**src/rtl/m2vblkseq.sv**
```systemverilog
// MPEG-2 macroblock block sequencer: walks a macroblock's blocks through the dequantizer, all outputs registered.
// Optional M2VBLKSEQ_CHROMA422_EN adds mb_chroma422 (8-block 4:2:2 macroblocks); default build is 4:2:0 only.
module m2vblkseq (
    input  logic       clk,
    input  logic       reset_n,
    input  logic       softreset,
    input  logic       mb_valid,
    output logic       mb_ready,
    input  logic [7:0] mb_cbp,
    input  logic       mb_intra,
    input  logic [4:0] mb_qscode,
`ifdef M2VBLKSEQ_CHROMA422_EN
    input  logic       mb_chroma422,
`endif
    input  logic       ready_isdq,
    input  logic       vld_eob,
    output logic       block_start,
    output logic       block_end,
    output logic       s1_enable,
    output logic       s1_coded,
    output logic       s1_mb_intra,
    output logic [4:0] s1_mb_qscode,
    output logic       s2_enable,
    output logic       s2_coded,
    output logic [2:0] blk_index,
    output logic       mb_done,
    output logic       seq_err,
    input  logic       qm_load_req,
    output logic       qm_load_gnt
);

    typedef enum logic [2:0] {
        S_IDLE  = 3'd0,
        S_QM    = 3'd1,
        S_SETUP = 3'd2,
        S_START = 3'd3,
        S_RUN   = 3'd4,
        S_END   = 3'd5
    } state_e;

    state_e     state_q, state_d;
    logic       accept;
    logic       chroma_in;
    logic       last_blk;

    logic [7:0] cbp_q, cbp_d;
    logic       chroma_q, chroma_d;
    logic       mb_ready_q, mb_ready_d;
    logic       block_start_q, block_start_d;
    logic       block_end_q, block_end_d;
    logic       s1_enable_q, s1_enable_d;
    logic       s1_coded_q, s1_coded_d;
    logic       s1_mb_intra_q, s1_mb_intra_d;
    logic [4:0] s1_mb_qscode_q, s1_mb_qscode_d;
    logic       s2_enable_q, s2_enable_d;
    logic       s2_coded_q, s2_coded_d;
    logic [2:0] blk_index_q, blk_index_d;
    logic       mb_done_q, mb_done_d;
    logic       seq_err_q, seq_err_d;
    logic       qm_load_gnt_q, qm_load_gnt_d;
    logic [2:0] cbp_pos;
    logic       last_d;

`ifdef M2VBLKSEQ_CHROMA422_EN
    assign chroma_in = mb_chroma422;
`else
    assign chroma_in = 1'b0;
`endif

    assign last_blk = (blk_index_q == (chroma_q ? 3'd7 : 3'd5));

    always_ff @(posedge clk or negedge reset_n) begin
        if (!reset_n) begin
            state_q <= S_IDLE;
        end else begin
            state_q <= state_d;
        end
    end

    // mb_ready_q already reflects qm_load_req of the previous cycle; a live request still wins here
    always_comb begin
        state_d = state_q;
        accept  = 1'b0;
        case (state_q)
            S_IDLE: begin
                if (qm_load_req) begin
                    state_d = S_QM;
                end else if (mb_valid && mb_ready_q) begin
                    accept  = 1'b1;
                    state_d = S_SETUP;
                end
            end
            S_QM:    if (!qm_load_req) state_d = S_IDLE;
            S_SETUP: if (ready_isdq) state_d = S_START;
            S_START: state_d = s2_coded_q ? S_RUN : S_END;
            S_RUN:   if (vld_eob) state_d = S_END;
            S_END:   state_d = last_blk ? S_IDLE : S_SETUP;
            default: state_d = S_IDLE;
        endcase
        if (softreset) begin
            state_d = S_IDLE;
            accept  = 1'b0;
        end
    end

    // Outputs are decoded from the next state so each registered pulse lines up with its state
    always_comb begin
        cbp_d          = cbp_q;
        chroma_d       = chroma_q;
        s1_mb_intra_d  = s1_mb_intra_q;
        s1_mb_qscode_d = s1_mb_qscode_q;
        blk_index_d    = blk_index_q;
        s1_coded_d     = s1_coded_q;
        s2_enable_d    = s2_enable_q;
        s2_coded_d     = s2_coded_q;

        if (accept) begin
            cbp_d          = mb_cbp;
            chroma_d       = chroma_in;
            s1_mb_intra_d  = mb_intra;
            s1_mb_qscode_d = mb_qscode;
            blk_index_d    = 3'd0;
        end else if (state_q == S_END && state_d == S_SETUP) begin
            blk_index_d = blk_index_q + 3'd1;
        end

        cbp_pos = chroma_d ? (3'd7 - blk_index_d) : (3'd5 - blk_index_d);
        last_d  = (blk_index_d == (chroma_d ? 3'd7 : 3'd5));

        if (state_d == S_SETUP) begin
            s1_coded_d = s1_mb_intra_d | cbp_d[cbp_pos];
        end
        if (state_q == S_SETUP && state_d == S_START) begin
            s2_enable_d = s1_enable_q;
            s2_coded_d  = s1_coded_q;
        end

        mb_ready_d    = (state_d == S_IDLE) && !qm_load_req;
        qm_load_gnt_d = (state_d == S_QM);
        s1_enable_d   = (state_d == S_SETUP);
        block_start_d = (state_d == S_START);
        block_end_d   = (state_d == S_END);
        mb_done_d     = (state_d == S_END) && last_d;
        seq_err_d     = seq_err_q | (vld_eob && state_q != S_RUN);

        if (softreset) begin
            cbp_d          = 8'd0;
            chroma_d       = 1'b0;
            s1_mb_intra_d  = 1'b0;
            s1_mb_qscode_d = 5'd0;
            blk_index_d    = 3'd0;
            s1_coded_d     = 1'b0;
            s2_enable_d    = 1'b0;
            s2_coded_d     = 1'b0;
            mb_ready_d     = 1'b0;
            qm_load_gnt_d  = 1'b0;
            s1_enable_d    = 1'b0;
            block_start_d  = 1'b0;
            block_end_d    = 1'b0;
            mb_done_d      = 1'b0;
            seq_err_d      = 1'b0;
        end
    end

    always_ff @(posedge clk or negedge reset_n) begin
        if (!reset_n) begin
            cbp_q          <= 8'd0;
            chroma_q       <= 1'b0;
            s1_mb_intra_q  <= 1'b0;
            s1_mb_qscode_q <= 5'd0;
            blk_index_q    <= 3'd0;
            s1_coded_q     <= 1'b0;
            s2_enable_q    <= 1'b0;
            s2_coded_q     <= 1'b0;
            mb_ready_q     <= 1'b0;
            qm_load_gnt_q  <= 1'b0;
            s1_enable_q    <= 1'b0;
            block_start_q  <= 1'b0;
            block_end_q    <= 1'b0;
            mb_done_q      <= 1'b0;
            seq_err_q      <= 1'b0;
        end else begin
            cbp_q          <= cbp_d;
            chroma_q       <= chroma_d;
            s1_mb_intra_q  <= s1_mb_intra_d;
            s1_mb_qscode_q <= s1_mb_qscode_d;
            blk_index_q    <= blk_index_d;
            s1_coded_q     <= s1_coded_d;
            s2_enable_q    <= s2_enable_d;
            s2_coded_q     <= s2_coded_d;
            mb_ready_q     <= mb_ready_d;
            qm_load_gnt_q  <= qm_load_gnt_d;
            s1_enable_q    <= s1_enable_d;
            block_start_q  <= block_start_d;
            block_end_q    <= block_end_d;
            mb_done_q      <= mb_done_d;
            seq_err_q      <= seq_err_d;
        end
    end

    assign mb_ready     = mb_ready_q;
    assign block_start  = block_start_q;
    assign block_end    = block_end_q;
    assign s1_enable    = s1_enable_q;
    assign s1_coded     = s1_coded_q;
    assign s1_mb_intra  = s1_mb_intra_q;
    assign s1_mb_qscode = s1_mb_qscode_q;
    assign s2_enable    = s2_enable_q;
    assign s2_coded     = s2_coded_q;
    assign blk_index    = blk_index_q;
    assign mb_done      = mb_done_q;
    assign seq_err      = seq_err_q;
    assign qm_load_gnt  = qm_load_gnt_q;

endmodule
```
**config.mk**
```make
export PLATFORM = sky130hd
export DESIGN_NAME = m2vblkseq
export DESIGN_NICKNAME = d
export VERILOG_FILES = /design/src/rtl/m2vblkseq.sv
export SDC_FILE = /design/constraint.sdc
export NUM_CORES = 1
export LEC_CHECK = 0
export ABC_AREA = 0
export CAP_MARGIN = 20
export CORE_ASPECT_RATIO = 0.6
export CORE_UTILIZATION = 49
export CTS_CLUSTER_DIAMETER = 40
export DETAILED_ROUTE_END_ITERATION = 8
export PLACE_DENSITY = 0.79
export RECOVER_POWER = 25
export SETUP_SLACK_MARGIN = 0.1
export SYNTH_ARGS = -nofsm -noshare
export SYNTH_HDL_FRONTEND = slang
export SYNTH_SLANG_ARGS = --single-unit
```
**constraint.sdc**
```tcl
create_clock -name clk -period 2.28 [get_ports clk]
set_clock_uncertainty 0.05 [all_clocks]
set_input_delay 0.342 -clock clk [delete_from_list [all_inputs] [get_ports clk]]
set_output_delay 0.342 -clock clk [all_outputs]
set_load 0.02 [all_outputs]
```
# == After elaboration in Yosys (flattened, before gate mapping) ==
# Index checks and enable logic that the tools add are counted.
# Widths: inputs -> output; s select.
# classes
addsub,3
multipliers,0
div_mod_pow,0
n_lt_le_gt_ge,1
n_eq_ne,12
n_shift,0
mux,42
bitwise,2
reduce_logical,12
# ops
op,count
$mux 3,10
$mux 1,23
$pmux 3 s6,1
$mux 8,2
$eq 3x2->1 const B,4
$mux 5,2
$eq 3x3->1 const B,3
$eq 3x1->1 const B,2
$eq 3x3->1,2
$logic_and 1x1->1,6
$logic_not 3->1,2
$mux 2,3
$reduce_bool 2->1,3
$sub 3x3->3 const A,2
$lt 3x4->1 const B,1
$add 3x1->3 const B,1
$bmux 1 s3,1
$ne 3x3->1 const B,1
$or 1x1->1,2
$logic_not 1->1,1
# word_totals
ff_bits,31
latch_bits,0
ram_bits,0
romBits,0
inputBits,21
elab_cells,88
n_memories,0

# == Depth between registers and ports, before layout ==
# logic_depth
word_depth,16
ltp_mapped,8
mapped_depth_nobuf,6

# == Least setup slack after synthesis ==
# Ideal clock, no wire load.
# synth_path
kind,flip-flop to flip-flop
from,"reg blk_index_q[2], in the netlist blk_index[2]"
to,"reg s1_coded_q, in the netlist s1_coded"
setup_time_ns,0.133
t_arrival_ns,1.823
path_slack_ns,0.274
stages_incl_launch_ff,8
n_path_buf,1
path_cell_list,dfrtp_1 clkbuf_1 nand2_1 o211ai_4 and2_4 mux2_4 a311oi_1 a31oi_1
# synth_between
elab_chain_len,15
# synth_lines
element,line_no,source
from (decl),57,"logic [2:0] blk_index_q, blk_index_d;"
from (signal assigned),187,blk_index_q <= blk_index_d;
$eq 3x3->1,70,assign last_blk = (blk_index_q == (chroma_q ? 3'd7 : 3'd5));
$mux 2,97,S_END: state_d = last_blk ? S_IDLE : S_SETUP;
$pmux 3 s6,84,case (state_q)
$mux 3,100,if (softreset) begin
$eq 3x2->1,"123, 130",
$logic_and 1x1->1,123,end else if (state_q == S_END && state_d == S_SETUP) begin
$mux 3,123,
$mux 3,117,if (accept) begin
$sub 3x3->3,127,cbp_pos = chroma_d ? (3'd7 - blk_index_d) : (3'd5 - blk_index_d);
$mux 3,127,
$bmux 1 s3,131,s1_coded_d = s1_mb_intra_d | cbp_d[cbp_pos];
$mux 1 (implied by the code),131,
$or 1x1->1,131,
$mux 1,130,if (state_d == S_SETUP) begin
$mux 1,146,if (softreset) begin
to (signal assigned),188,s1_coded_q <= s1_coded_d;
to (decl),52,"logic s1_coded_q, s1_coded_d;"
# Several ways; a longest one is shown, not always the timed one. The select of a mux whose other input is x is not followed.
# A chain may end at the register's enable or synchronous reset.

# == Worst setup path after layout ==
# layout_path
from,in softreset
to,"reg s1_coded_q, in the netlist s1_coded"
# layout_between
elab_chain_len,12
# layout_lines
element,line_no,source
from (decl),6,"input logic softreset,"
$mux 3,100,
$eq 3x2->1,"123, 130",
$logic_and 1x1->1,123,
$mux 3,123,
$mux 3,117,
$sub 3x3->3,127,
$mux 3,127,
$bmux 1 s3,131,
$mux 1 (implied by the code),131,
$or 1x1->1,131,
$mux 1,130,
$mux 1,146,
# Several ways; a longest one is shown, not always the timed one. The select of a mux whose other input is x is not followed.

==> metrics.cfg <==
[run_status]
status=finished, final reports clean

[worst_setup_path]
path_max_fanout=5
cp_top_family=compound AO/OA/AOI/OAI gates
startpoint=softreset
crit_chain=clkdlybuf4s50_1, buf_4, nand4bb_4, a2111o_1, o31ai_2, nor4b_4, a311oi_2, a31oi_1
reg2reg_depth=6
cp.arrival_ns=2.19
start_kind=input pin
crit_required_ns=2.38
reg2reg_from=chroma_q$_DFF_PN0_
crit_path_end=s1_coded$_DFFE_PN0P_
rrSetupSlack_ns=0.22
slowest_delay_ns=0.43
crit_slowest_cell=a2111o_1
cp.depth=8
crit_type=input pin to flip-flop
crit_path_end_kind=flip-flop
r2r_end=s1_coded$_DFFE_PN0P_
cp.buffers_inverters=2

[drt]
routed_via_density=6.02
antenna_left=0
vias=1667
routedWlPerCell_um=17.2
drtPass1Iterations=4
routed_wirelength_um=4780
drc_errors=0
drtIter0Drc=148

[placed_design]
place.port_buffers=39
placed_area_sq_mm=0.00219
placed_cells=269
dp_hpwl_um=3390
gp_congestion=0.907

[logic_synthesis]
ys_seq_area_frac=0.454
synthesis.nets=207
ys_types=56
syn_area_per_cell_sq_um=9.23
syn_area_sq_mm=0.00171
yosys_most_used_dff=dfrtp_1
synth.top_cells.by_area=dfrtp_1 (45%), nand2_1 (8.4%), a21oi_1 (6.2%)
synth_cells=185
synth_top_area_cell=dfrtp_1
synth_edf_count=0
synth_common_cells=nand2_1 (38), dfrtp_1 (31), a21oi_1 (21)
synth-seq-cells=31
async_flop_share=1.00
yosysMostFrequentCell=nand2_1
ys_warn_count=0
yosys.area.top_type_share=0.454

[floorplanning]
die_area_sq_mm=0.00373
die_w_um=78.2
chipHeight_um=47.7
coreArea_sq_mm=0.00328
initial_core_util=0.520
std_cell_rows=16
pin_count=40

[sta]
final_max_slew_viol_count=0
maxSlewHeadroom=0.485
hold_viol_final=0
tightest_slew_ns=0.772
min_period_over_period=0.915
rsz0062_at_grt=false
min_period_ns=2.09
fmax_mhz=480
holdWs_ns=0.459
setup_violations=0

[final_layout]
area.growth.synth_to_final_pct=40.4
drive_gt1_frac=0.172
fin_nets=253
antennaDiodeCount=0
finalNonFillerCells=277
fin_area_sq_mm=0.00240

[power_and_ir_drop]
p_seq_frac=0.424
clkPwrFrac=0.472
finalPower_mw=1.34
p_switching_mw=0.274
p_leak_nw=0.947
p_comb_frac=0.104
p_int_mw=1.07
ir_drop_mv=0.365
powerDensity_mw_per_mm2=559
switching_share=0.204

[global_routing]
grt_max_degree=32
antenna_found_initial=0
gr-total-overflow=0
track_usage=0.267
grt_pass1_wl_um=7270
grt_pass1_vias=1489

[cts]
cts_buffer_depth=2
cts.sinks=31
clk-insertion-delay-late_ns=0.28
post_cts.repair.setup_buffers=0
clockRootBuffer=clkbuf_8
cts.htree.levels=2
numCtsBuffers=5
clkTransAtPathRegs_ns=0.07
cts_tree=yes

[min_path]
hp-class=flip-flop to flip-flop

[job]
max_cap_violations=0

[how the worst min path moves through the flow]
stage	depth (start not counted)	start	endpoint	slack, ns
5_1_grt	2	s1_mb_qscode[2]$_DFFE_PN0P_	s1_mb_qscode[2]$_DFFE_PN0P_	0.50
6_report	2	s1_enable$_DFF_PN0_	s2_enable$_DFFE_PN0P_	0.46
3_3_place_gp	2	s1_enable$_DFF_PN0_	s2_enable$_DFFE_PN0P_	0.42
3_5_place_dp	2	s1_enable$_DFF_PN0_	s2_enable$_DFFE_PN0P_	0.46
4_1_cts	2	reset_n	cbp_q[3]$_DFF_PN0_	0.41
2_1_floorplan	0	reset_n	blk_index[0]$_DFF_PN0_	-0.004
[stage by stage]
stage / setup WS (ns) / utilization / setup TNS [ns]
after floorplan: 0.274 / - / 0
after detailed placement: -0.288 / 0.666 / -0.288
after global placement: -0.141 / 0.666 / -0.141
after CTS: 0.106 / 0.712 / 0
final: 0.195 / 0.731 / 0
after global routing: 0.0963 / 0.731 / 0
[cell type report]
cell class | instances | area, sq um
clock buffer | 6 | 72.6
clock inverter | 2 | 60.1
fill | 250 | 885
inverter | 3 | 11.3
multi-input combinational | 137 | 928
sequential | 31 | 777
tap | 45 | 56.3
timing repair buffer | 53 | 493
[worst reg2reg max path, stage by stage (launching register included)]
cell	delay, ns
dfrtp_2	0.50
xnor2_2	0.32
nand3_1	0.27
a31oi_4	0.30
and3_1	0.24
a311oi_2	0.11
a31oi_1	0.19
[cells by family (layout without fill, tap and decap cells)]
kind of cell | Yosys count | in the layout | synth area share
xor gates and xnor gates | 3 | 3 | 0.0198
buffers and inverters | 17 | 64 | 0.0491
muxes | 3 | 3 | 0.0212
AOI/OAI and AO/OA | 52 | 52 | 0.215
adders and majority gates | 1 | 1 | 0.00732
and+or+nand+nor | 78 | 78 | 0.234
DFF | 31 | 31 | 0.454
[sequential cells by signal, summed over array words and instances (netlist names), 3 cells and up]
signal        flops
s1_mb_qscode      5
cbp_q             8
blk_index         3
state_q           3
[power by group through the flow]
stage | sequential (mW) | clock (mW) | combinational, mW
after global placement | 0.577 | 0 | 0.132
after CTS | 0.568 | 0.643 | 0.137
after floorplan | 0.585 | 0 | 0.0480
final | 0.568 | 0.634 | 0.139
after detailed placement | 0.578 | 0 | 0.136
after global routing | 0.569 | 0.670 | 0.151
[timing repair]
action / CTS / global route
pin swaps: 1 / 2
hold buffers: 0 / 0
resized for setup: 4 / 11
setup endpoints to repair: 1 / 1
[layer usage]
| metal | global-route usage | share of wire |
|---|---|---|
| met1 | 0.373 | 0.44 |
| met3 | 0.0781 | 0.082 |
| met5 | 0 | 0 |
| met4 | 0.0926 | 0.025 |
| met2 | 0.404 | 0.46 |
[cells in the final DEF, fill, tap and decap left out, types with 2 or more instances in the layout]
cell type / n
a211oi_1: 2
a21oi_1: 21
a31oi_1: 3
and2_1: 3
and3_1: 2
and3b_1: 2
and4_1: 2
buf_4: 13
bufinv_16: 2
clkbuf_8: 5
clkdlybuf4s50_1: 38
dfrtp_1: 30
inv_1: 3
nand2_1: 38
nand2b_1: 3
nand3_1: 5
nor2_1: 5
nor2b_1: 2
nor3_1: 4
nor3b_1: 2
nor4_1: 2
o211ai_1: 3
o21ai_0: 3
Power figures use the tool's default switching activity.
